$ cat config.mk
export PLATFORM = sky130hd
export DESIGN_NAME = pwm_signal_generator_flat
export DESIGN_NICKNAME = d
export VERILOG_FILES = /design/src/rtl/pwm_signal_generator_pkg.sv /design/src/rtl/pwm_signal_generator_if.sv /design/src/rtl/pwm_signal_generator_gen_cfg_buffer.sv /design/src/rtl/pwm_signal_generator.sv /design/src/flat_wrapper.sv
export SDC_FILE = /design/constraint.sdc
export NUM_CORES = 1
export LEC_CHECK = 0
export BUFFER_PORTS_ARGS = -buffer_cell sky130_fd_sc_hd__buf_2
export CORE_MARGIN = 2
export CORE_UTILIZATION = 60
export DETAILED_ROUTE_END_ITERATION = 10
export PLACE_DENSITY = 0.85
export RECOVER_POWER = 50
export SLEW_MARGIN = 30
export SYNTH_ARGS = -nofsm -noshare
export SYNTH_HDL_FRONTEND = slang
export SYNTH_SLANG_ARGS = --single-unit
$ cat constraint.sdc
create_clock -name clk -period 9.76 [get_ports clk]
set_input_delay 1.952 -clock clk [delete_from_list [all_inputs] [get_ports clk]]
set_output_delay 1.952 -clock clk [all_outputs]
set_load 0.005 [all_outputs]
$ cat src/rtl/pwm_signal_generator_pkg.sv
// -----------------------------------------------------------------------------
// pwm_signal_generator_pkg
// Shared definitions for the PWM generator and its capture/processor
// counterparts: generator state encodings and the default time-field width.
// No ports (package).
// -----------------------------------------------------------------------------
package pwm_signal_generator_pkg;

    // Default width of high_time / low_time fields and phase counters.
    localparam int CNT_WIDTH_DEF = 32;

    // Generator FSM states. The period-start step is not a separate state:
    // it is folded into the transition that enters HIGH or LOW.
    typedef enum logic [1:0] {
        ST_IDLE = 2'd0,
        ST_HIGH = 2'd1,
        ST_LOW  = 2'd2
    } gen_state_e;

endpackage

$ cat src/rtl/pwm_signal_generator_if.sv
// -----------------------------------------------------------------------------
// pwm_signal_generator_if
// Configuration handshake bundle for the PWM generator.
//   cfg_valid      : config offer (master -> slave)
//   cfg_ready      : slave can accept a config (slave -> master)
//   cfg_high_time  : high phase length in clk cycles
//   cfg_low_time   : low phase length in clk cycles
// Modports: master (config source), slave (generator).
// -----------------------------------------------------------------------------
import pwm_signal_generator_pkg::*;

interface pwm_signal_generator_if #(
    parameter int CNT_WIDTH = CNT_WIDTH_DEF
);
    logic                 cfg_valid;
    logic                 cfg_ready;
    logic [CNT_WIDTH-1:0] cfg_high_time;
    logic [CNT_WIDTH-1:0] cfg_low_time;

    modport master (
        output cfg_valid,
        output cfg_high_time,
        output cfg_low_time,
        input  cfg_ready
    );

    modport slave (
        input  cfg_valid,
        input  cfg_high_time,
        input  cfg_low_time,
        output cfg_ready
    );
endinterface

$ cat src/rtl/pwm_signal_generator_gen_cfg_buffer.sv
// -----------------------------------------------------------------------------
// gen_cfg_buffer
// Single-entry pending buffer for generator configurations.
//   clk, rst_n    : clock, asynchronous active-low reset
//   cfg           : config handshake (slave side); cfg_ready = buffer empty
//   apply_req     : generator consumes the pending entry this cycle
//   pending_hi/lo : buffered config
//   pending_full  : buffer holds a config
//   cfg_applied   : 1-cycle pulse after the pending entry was consumed
//   cfg_error     : 1-cycle pulse after an all-zero config was offered
// -----------------------------------------------------------------------------
import pwm_signal_generator_pkg::*;

module gen_cfg_buffer #(
    parameter int CNT_WIDTH = CNT_WIDTH_DEF
) (
    input  logic                    clk,
    input  logic                    rst_n,
    pwm_signal_generator_if.slave   cfg,
    input  logic                    apply_req,
    output logic [CNT_WIDTH-1:0]    pending_hi,
    output logic [CNT_WIDTH-1:0]    pending_lo,
    output logic                    pending_full,
    output logic                    cfg_applied,
    output logic                    cfg_error
);

    logic transfer;
    logic cfg_zero;
    logic apply;

    assign cfg.cfg_ready = !pending_full;
    assign transfer      = cfg.cfg_valid && cfg.cfg_ready;
    assign cfg_zero      = (cfg.cfg_high_time == '0) && (cfg.cfg_low_time == '0);
    // Transfer and apply are mutually exclusive: one needs the buffer empty,
    // the other needs it full.
    assign apply         = apply_req && pending_full;

    always_ff @(posedge clk or negedge rst_n) begin
        if (!rst_n) begin
            pending_full <= 1'b0;
            cfg_applied  <= 1'b0;
            cfg_error    <= 1'b0;
        end else begin
            cfg_applied <= apply;
            cfg_error   <= transfer && cfg_zero;
            if (apply) begin
                pending_full <= 1'b0;
            end else if (transfer && !cfg_zero) begin
                pending_full <= 1'b1;
            end
        end
    end

    // Config data is qualified by pending_full, so it needs no reset.
    always_ff @(posedge clk) begin
        if (transfer && !cfg_zero) begin
            pending_hi <= cfg.cfg_high_time;
            pending_lo <= cfg.cfg_low_time;
        end
    end

endmodule

$ cat src/rtl/pwm_signal_generator.sv
// -----------------------------------------------------------------------------
// pwm_signal_generator
// Programmable PWM source: signal_out is high for high_time clocks, then low
// for low_time clocks. New configs are double-buffered and only take effect at
// a period boundary (or immediately while idle), so the output never glitches.
//   clk, rst_n   : clock, asynchronous active-low reset
//   enable       : run request; low returns to idle
//   cfg          : config handshake (valid/ready/high_time/low_time)
//   signal_out   : generated waveform (registered)
//   period_start : 1-cycle pulse in the first cycle of every period
//   cfg_applied  : 1-cycle pulse when a pending config becomes active
//   cfg_error    : 1-cycle pulse when an all-zero config is rejected
// -----------------------------------------------------------------------------
import pwm_signal_generator_pkg::*;

module pwm_signal_generator #(
    parameter int                   CNT_WIDTH  = CNT_WIDTH_DEF,
    parameter logic [CNT_WIDTH-1:0] DEFAULT_HI = '0,
    parameter logic [CNT_WIDTH-1:0] DEFAULT_LO = '0
) (
    input  logic                    clk,
    input  logic                    rst_n,
    input  logic                    enable,
    pwm_signal_generator_if.slave   cfg,
    output logic                    signal_out,
    output logic                    period_start,
    output logic                    cfg_applied,
    output logic                    cfg_error
);

    localparam logic [CNT_WIDTH-1:0] ONE = {{(CNT_WIDTH-1){1'b0}}, 1'b1};

    gen_state_e           state, state_next;
    logic [CNT_WIDTH-1:0] cnt, cnt_next;
    logic [CNT_WIDTH-1:0] active_hi, active_lo;
    logic [CNT_WIDTH-1:0] pending_hi, pending_lo;
    logic                 pending_full;
    logic                 apply_req;
    logic                 hi_last, lo_last, boundary;
    logic [CNT_WIDTH-1:0] eff_hi, eff_lo;
    logic                 eff_valid;
    logic                 start_period;
    logic                 signal_out_d, period_start_d;

    gen_cfg_buffer #(
        .CNT_WIDTH (CNT_WIDTH)
    ) u_cfg_buffer (
        .clk          (clk),
        .rst_n        (rst_n),
        .cfg          (cfg),
        .apply_req    (apply_req),
        .pending_hi   (pending_hi),
        .pending_lo   (pending_lo),
        .pending_full (pending_full),
        .cfg_applied  (cfg_applied),
        .cfg_error    (cfg_error)
    );

    // Last-cycle detection; subtraction stays in CNT_WIDTH so a maximal
    // phase length compares cleanly without wrap.
    assign hi_last  = (cnt == active_hi - ONE);
    assign lo_last  = (cnt == active_lo - ONE);
    assign boundary = ((state == ST_HIGH) && hi_last && (active_lo == '0)) ||
                      ((state == ST_LOW)  && lo_last);

    assign apply_req = pending_full && ((state == ST_IDLE) || boundary);

    // The period that starts on an apply cycle already uses the new config.
    assign eff_hi    = apply_req ? pending_hi : active_hi;
    assign eff_lo    = apply_req ? pending_lo : active_lo;
    assign eff_valid = (eff_hi != '0) || (eff_lo != '0);

    // Next-state logic
    always_comb begin
        state_next   = state;
        cnt_next     = cnt;
        start_period = 1'b0;
        case (state)
            ST_IDLE: begin
                if (enable && eff_valid) begin
                    start_period = 1'b1;
                    state_next   = (eff_hi != '0) ? ST_HIGH : ST_LOW;
                    cnt_next     = '0;
                end
            end
            ST_HIGH: begin
                if (hi_last) begin
                    cnt_next = '0;
                    if (active_lo != '0) begin
                        state_next = ST_LOW;
                    end else begin
                        start_period = 1'b1;
                        state_next   = (eff_hi != '0) ? ST_HIGH : ST_LOW;
                    end
                end else begin
                    cnt_next = cnt + ONE;
                end
            end
            ST_LOW: begin
                if (lo_last) begin
                    start_period = 1'b1;
                    state_next   = (eff_hi != '0) ? ST_HIGH : ST_LOW;
                    cnt_next     = '0;
                end else begin
                    cnt_next = cnt + ONE;
                end
            end
            default: begin
                state_next = ST_IDLE;
                cnt_next   = '0;
            end
        endcase
        if ((state != ST_IDLE) && !enable) begin
            state_next   = ST_IDLE;
            cnt_next     = '0;
            start_period = 1'b0;
        end
    end

    // Output logic: registered outputs follow the state being entered.
    always_comb begin
        signal_out_d   = (state_next == ST_HIGH);
        period_start_d = start_period;
    end

    // State, counter, active config and output registers
    always_ff @(posedge clk or negedge rst_n) begin
        if (!rst_n) begin
            state        <= ST_IDLE;
            cnt          <= '0;
            active_hi    <= DEFAULT_HI;
            active_lo    <= DEFAULT_LO;
            signal_out   <= 1'b0;
            period_start <= 1'b0;
        end else begin
            state        <= state_next;
            cnt          <= cnt_next;
            signal_out   <= signal_out_d;
            period_start <= period_start_d;
            if (apply_req) begin
                active_hi <= pending_hi;
                active_lo <= pending_lo;
            end
        end
    end

endmodule

$ cat src/flat_wrapper.sv
// flat-port wrapper written by rule: the top's interface ports become plain ports
module pwm_signal_generator_flat 
#(
    parameter int                   CNT_WIDTH  = CNT_WIDTH_DEF,
    parameter logic [CNT_WIDTH-1:0] DEFAULT_HI = '0,
    parameter logic [CNT_WIDTH-1:0] DEFAULT_LO = '0
)
  (clk, rst_n, enable, signal_out, period_start, cfg_applied, cfg_error, cfg_cfg_valid, cfg_cfg_high_time, cfg_cfg_low_time, cfg_cfg_ready);
  pwm_signal_generator_if #(.CNT_WIDTH(CNT_WIDTH)) cfg_i ();
  input  logic clk;
  input  logic rst_n;
  input  logic enable;
  output logic signal_out;
  output logic period_start;
  output logic cfg_applied;
  output logic cfg_error;
  input wire logic [$bits(cfg_i.cfg_valid)-1:0] cfg_cfg_valid;
  input wire logic [$bits(cfg_i.cfg_high_time)-1:0] cfg_cfg_high_time;
  input wire logic [$bits(cfg_i.cfg_low_time)-1:0] cfg_cfg_low_time;
  output wire logic [$bits(cfg_i.cfg_ready)-1:0] cfg_cfg_ready;
  assign cfg_i.cfg_valid = cfg_cfg_valid;
  assign cfg_i.cfg_high_time = cfg_cfg_high_time;
  assign cfg_i.cfg_low_time = cfg_cfg_low_time;
  assign cfg_cfg_ready = cfg_i.cfg_ready;
  pwm_signal_generator #(.CNT_WIDTH(CNT_WIDTH), .DEFAULT_HI(DEFAULT_HI), .DEFAULT_LO(DEFAULT_LO)) u_core (.clk(clk), .rst_n(rst_n), .enable(enable), .cfg(cfg_i), .signal_out(signal_out), .period_start(period_start), .cfg_applied(cfg_applied), .cfg_error(cfg_error));
endmodule
==> results of run 1 <==
[placed cells by master (no fill, tap or decap), drive strengths merged, types with 26 or more instances in the layout]
cell,count
a21oi,30
edfxtp,64
nor2,60
xor2,28
xnor2,47
nor3,26
nor4,70
clkbuf,67
o21ai,35
nand2,232
buf,28
dfrtp,103
inv,40
[where the power goes]
| group | switching (uW) | internal, uW | leakage [uW] |
|---|---|---|---|
| registers | 279 | 937 | 0.00193 |
| logic | 688 | 414 | 0.00184 |
| clock network | 345 | 352 | 0.000300 |
[flip-flops by register name, summed over array words and instances, names as in the netlist]
signal / cells
u_core.u_cfg_buffer.cfg_error: 1
u_core.active_hi: 32
u_core.u_cfg_buffer.pending_lo: 32
u_core.u_cfg_buffer.pending_hi: 32
u_core.period_start: 1
u_core.active_lo: 32
u_core.signal_out: 1
u_core.cnt: 32
u_core.state: 2
u_core.u_cfg_buffer.pending_full: 1
u_core.u_cfg_buffer.cfg_applied: 1
[per-stage QoR]
stage | worst slack [ns] | hold WS [ns] | total power, uW | cells
after CTS | 5.03 | 0.476 | 2980 | 1293
after global routing | 2.55 | 0.498 | 3190 | 1293
final | 3.60 | 0.469 | 3020 | 1294
after floorplan | 2.34 | 0.432 | 1990 | 1025
after global placement | 5.17 | 0.453 | 2230 | 1261
after detailed placement | 5.08 | 0.456 | 2270 | 1261
[kinds of logic after synthesis]
| kind of cell | count (synthesis) | share of synthesized area |
|---|---|---|
| simple gates | 520 | 0.275 |
| fa+ha+maj | 7 | 0.00929 |
| buf+inv | 88 | 0.0386 |
| compound gates | 164 | 0.124 |
| xor+xnor | 76 | 0.0722 |
| mux | 3 | 0.00332 |
| flops | 167 | 0.477 |
[final cells by class]
class,instances,area [um2],area share
Clock inverter,15,199,0.0191
Sequential cell,167,4500,0.431
Multi-Input combinational cell,770,4580,0.438
Tap cell,211,264,0.0253
Antenna cell,1,2.50,0.000240
Timing Repair Buffer,78,340,0.0326
Inverter,35,131,0.0126
Clock buffer,17,425,0.0408
[layer usage]
metal  track usage  vias to the layer above
met5             0                        -
met4         0.164                        0
met3        0.0793                       97
met2         0.509                      568
met1         0.467                     4093
li1              -                     3833
[path summary, 6_finish.rpt]
kind                                               startpoint                    to  slack, ns  depth (start not counted)
setup / recovery                                        rst_n  u_core.active_hi[15]       3.60                          2
hold / removal             u_core.u_cfg_buffer.pending_lo[15]  u_core.active_lo[15]       0.47                          2
setup reg to reg                          u_core.active_lo[0]        u_core.cnt[30]       4.95                         14
hold reg to reg            u_core.u_cfg_buffer.pending_lo[15]  u_core.active_lo[15]       0.47                          2
max in group clk                          u_core.active_lo[0]        u_core.cnt[30]       4.95                         14
min in group asynchronous                               rst_n        u_core.cnt[10]       2.44                          1
==> metrics.cfg, run 1 <==
[status]
status = finished with violations
violations = capacitance limit, slew limit

[min_path]
hp-class = reg2reg

[grt]
overflow = 0
gr-usage-all-layers = 0.339
grt_first_pass_wirelength_um = 43100
grt_pass1_vias = 7973
grt_max_degree = 73
antenna_found_initial = 1

[timing]
rsz0062_at_grt = false
tightest_slew_ns = 2.89
fin_tns_setup_ns = 0
clock_skew_ns = 0.0159
hold_viol = 0
slew_viol_final = 106
fin_crit_sh = 0.631
setup_viol = 0
slew_headroom = -0.927
period_minus_slack_ns = 6.16
fmax_ghz = 0.162

[placed_design]
routabilityCongestion = 0.948
placed_area_um2 = 9880
post-dp-hpwl_um = 18600
port_buffers = 72

[detailed_routing]
maxUsedRoutingLayer = met4
met1Wirelength_um = 11000
drtIter0Drc = 1027
wl_met3_um = 2980
drtAntennaViolNets = 0
drc = 0
totalWireLength_um = 27300
drtPass1Iterations = 7
num_vias = 8591
wire_per_inst_um = 21.1
viasPerCell = 6.64
wl_met2_um = 12300

[cells_and_area]
drive_above_1_share = 0.0767
area_delta_synth_final_pct = 10.8
fin_area_um2 = 10400
fillerInstances = 1164
fin_nets = 1144
fin_util = 0.684

[synthesis]
yosysWarnings = 0
seq_area_frac_synth = 0.477
yosysTopAreaCell = dfrtp_1
synth_most_common_cell = nand2_1
synth_common_cells = nand2_1, dfrtp_1, edfxtp_1, nor4_1, nor2_1
syn_avg_cell_area_um2 = 9.19
synth-edff-count = 64
synthCells = 1025
synth_top_cell_area_share = 0.273
synthFlopType = dfrtp_1
synth_nets = 1100
synth_cell_type_count = 77
async_reset_ff_frac = 0.617
yosys-top-cells-area = dfrtp_1, edfxtp_1, nand2_1
synthesis.area_um2 = 9420
synth_seq_cells = 167

[clock_tree]
clkSlewWorstSetupHoldPaths_ns = 0.08
clock_latency_ns = 0.44
cts_tree = built
cts_buffers = 17
cts_buffer_depth = 2
numClockSinks = 167
h-tree-depth = 4
cts_resized = 0
post_cts_buffers = 0
hold_buffers = 0
root_buffer = clkbuf_16

[floorplan]
rows = 45
die_area_um2 = 16700
start_util = 0.618
io_pins = 73
core_um2 = 15300
die_h_um = 129
die_x_um = 129

[worst_setup_path]
cp-end-kind = asynchronous set/reset pin
slowest_delay_ns = 2.11
crit_arrival_ns = 6.10
worst_path_max_delay_cell = clkbuf_1
path_cells = clkbuf_1 -> clkbuf_1
worstPathRequired_ns = 9.70
worstPathMaxFanout = 55
start_kind = input pin
crit_buf_inv = 2
worstSetupPathType = in2async
cp_common_cell = clkbuf_1
critPathTopFamily = buffers and inverters

[power]
p_leak_uw = 0.00407
power_density_nw_per_um2 = 289
ir_drop_uv = 175

[job]
maxCapViolations = 2

Note: power is estimated with default switching activity, not from simulation.
==> run 2: changes to the inputs <==
- ABC_AREA: unset -> 1
- PLACE_DENSITY: 0.85 -> 0.84
- clock period: 9.76 -> 5.9 ns (I/O delays scaled with it)
==> run 2 against run 1 <==
Net effect:
- the flow still finishes with violations (capacitance limit, slew limit)
- non-clock buffer count grew 2
- register-to-register slack worse by 4.1 ns
- die area increased by 28%
- via count grew 39%
- critical path depth grew 26
- cell count increased by 64%
- flip-flop and latch count unchanged
- clock skew shrank 0.0016 ns
- global-route usage up 0.20 points
- critical path type is now reg2reg
- critical endpoint is now u_core.cnt[2]
==> metrics.cfg, run 2 <==
[status]
status = finished with violations
violations = capacitance limit, slew limit

[timing]
fin_tns_setup_ns = 0
fin_crit_sh = 0.854
period_minus_slack_ns = 5.04
tightest_slew_ns = 3.89
slew_viol_final = 70
hold_viol = 0
setup_viol = 0
rsz0062_at_grt = false
slew_headroom = -1.59
clock_skew_ns = 0.0143
fmax_ghz = 0.199

[power]
switchingPower_uw = 3230
ir_drop_uv = 392
power_density_nw_per_um2 = 488
p_comb_frac = 0.508
p_int_uw = 3190
swShare = 0.504
pwr-share-seq = 0.317
p_leak_uw = 0.00639
pwr-share-clk = 0.176

[synthesis]
async_reset_ff_frac = 0.617
synth-edff-count = 64
synth_nets = 1886
synthCells = 1811
muxShareOfSynthArea = 0
synth_top_family_by_area = simple AND/OR/NAND/NOR gates
synthFlopType = dfrtp_1
seq_area_frac_synth = 0.370
yosysWarnings = 0
synthAdderAreaFrac = 0.00720
synth_top_cell_area_share = 0.212
synth_common_cells = nand2_1, inv_1, nor2_1
syn_avg_cell_area_um2 = 6.72
synth_seq_cells = 167
synth_cell_type_count = 44
synth_most_common_cell = nand2_1
synthSimpleGateAreaFrac = 0.421
synthesis.area_um2 = 12200
synth_xor_area_frac = 0.0662
synth_compound_area_frac = 0.0339
yosys-top-cells-area = dfrtp_1, nand2_1, edfxtp_1
yosysTopAreaCell = dfrtp_1

[worst_setup_path]
r2r_slack_ns = 0.86
cp_common_cell = nand2_1
cp-end-kind = flip-flop
worstPathRequired_ns = 6.22
worstSetupPathType = reg2reg
slowest_delay_ns = 0.42
crit_buf_inv = 5
crit_arrival_ns = 5.36
start_kind = flip-flop
r2r-end = u_core.cnt[2]
critPathTopFamily = simple AND/OR/NAND/NOR gates
worstPathMaxFanout = 98
reg2reg_from = u_core.active_hi[0]
worst_path_max_delay_cell = dfrtp_1
worst_r2r_path_depth = 28

[detailed_routing]
drtPass1Iterations = 8
wire_per_inst_um = 16.8
drc = 0
drtAntennaViolNets = 0
drtIter0Drc = 1243
totalWireLength_um = 35700
num_vias = 12000
viasPerCell = 5.62

[floorplan]
core_um2 = 20000
die_x_um = 146
die_h_um = 146
rows = 52
io_pins = 73
start_util = 0.607
die_area_um2 = 21400

[clock_tree]
numClockSinks = 167
clock_latency_ns = 0.44
cts_buffers = 17
post_cts_buffers = 0
root_buffer = clkbuf_16
clkSlewWorstSetupHoldPaths_ns = 0.07
cts_buffer_depth = 2
h-tree-depth = 4
cts_resized = 0
hold_buffers = 0
cts_tree = built

[cells_and_area]
final_cell_mix = nand2_1, inv_1, nor2_1, nand3_1, dfrtp_1
area_delta_synth_final_pct = 8.15
antenna_cells = 0
fillerInstances = 1833
final_common_cell = nand2_1
drive_above_1_share = 0.0576
stdcell_count = 2127
fin_nets = 1919

[grt]
overflow = 0
grt_max_degree = 99
grt_first_pass_wirelength_um = 57300
grt_pass1_vias = 10900
gr-usage-all-layers = 0.341
antenna_found_initial = 0

[job]
maxCapViolations = 1

[min_path]
hp-class = reg2reg
holdPathStages = 2
whs_endpoint = u_core.active_lo[24]
hp-start = u_core.u_cfg_buffer.pending_lo[24]

[placed_design]
port_buffers = 72
post-dp-hpwl_um = 26500
routabilityCongestion = 1.00
dpl.cell_count = 2095

==> run 2: power by group through the flow <==
stage,clock [uW],sequential (uW),combinational [uW]
3_5_place_dp,0,2030,3150
4_1_cts,1130,2010,3200
3_3_place_gp,0,2020,3100
6_report,1130,2030,3260
5_1_grt,1180,2070,3720
2_1_floorplan,0,1810,2620
==> run 2: layer usage <==
layer / vias to the layer above / part of all wire / wire length [um] / track usage
met4: 0 / 0.045 / 1620 / 0.147
met1: 5461 / 0.43 / 15400 / 0.490
met2: 567 / 0.43 / 15300 / 0.503
li1: 5835 / - / - / -
met3: 92 / 0.096 / 3440 / 0.0688
met5: - / 0 / 0 / 0
==> run 2: area by class of cell <==
| cell class | instances | area [um2] | share of cell area |
|---|---|---|---|
| clock inverter | 11 | 103 | 0.00779 |
| clock buffer | 21 | 472 | 0.0358 |
| tap | 270 | 338 | 0.0257 |
| inverter | 245 | 920 | 0.0699 |
| sequential | 167 | 4500 | 0.342 |
| multi-input combinational | 1333 | 6430 | 0.489 |
| timing repair buffer | 80 | 395 | 0.0300 |
==> run 2: worst max-delay path by stage <==
stage,slack [ns],start,depth (start not counted),endpoint
4_1_cts,0.95,u_core.active_hi[0],28,u_core.cnt[2]
3_5_place_dp,0.99,u_core.active_hi[0],28,u_core.cnt[10]
3_3_place_gp,1.12,u_core.active_hi[0],29,u_core.cnt[22]
5_1_grt,0.43,u_core.active_hi[0],29,u_core.cnt[24]
6_report,0.86,u_core.active_hi[0],28,u_core.cnt[2]
2_1_floorplan,2.49,cfg_cfg_high_time[25],5,u_core.u_cfg_buffer.pending_hi[0]
==> run 2: tightest hold or removal path: cells and delay by family (launching register included) <==
| kind | cells | cell delay (ns) |
|---|---|---|
| DFF | 1 | 0.34 |
| and+or+nand+nor | 2 | 0.13 |
==> run 2: metrics by stage <==
step	worst slack (ns)	hold slack [ns]	total power, uW	util	cell area [um2]
5_1_grt	0.430	0.528	6970	0.657	13200
4_1_cts	0.945	0.504	6340	0.659	13200
3_3_place_gp	1.12	0.487	5120	0.631	12600
6_report	0.862	0.500	6420	0.657	13200
2_1_floorplan	2.49	0.462	4430	-	12200
3_5_place_dp	0.993	0.488	5190	0.631	12600
==> run 2: cells by family after synthesis <==
group / after synthesis
xor+xnor: 92
fa+ha+maj: 7
buf+inv: 311
compound gates: 72
simple gates: 1162
flops: 167
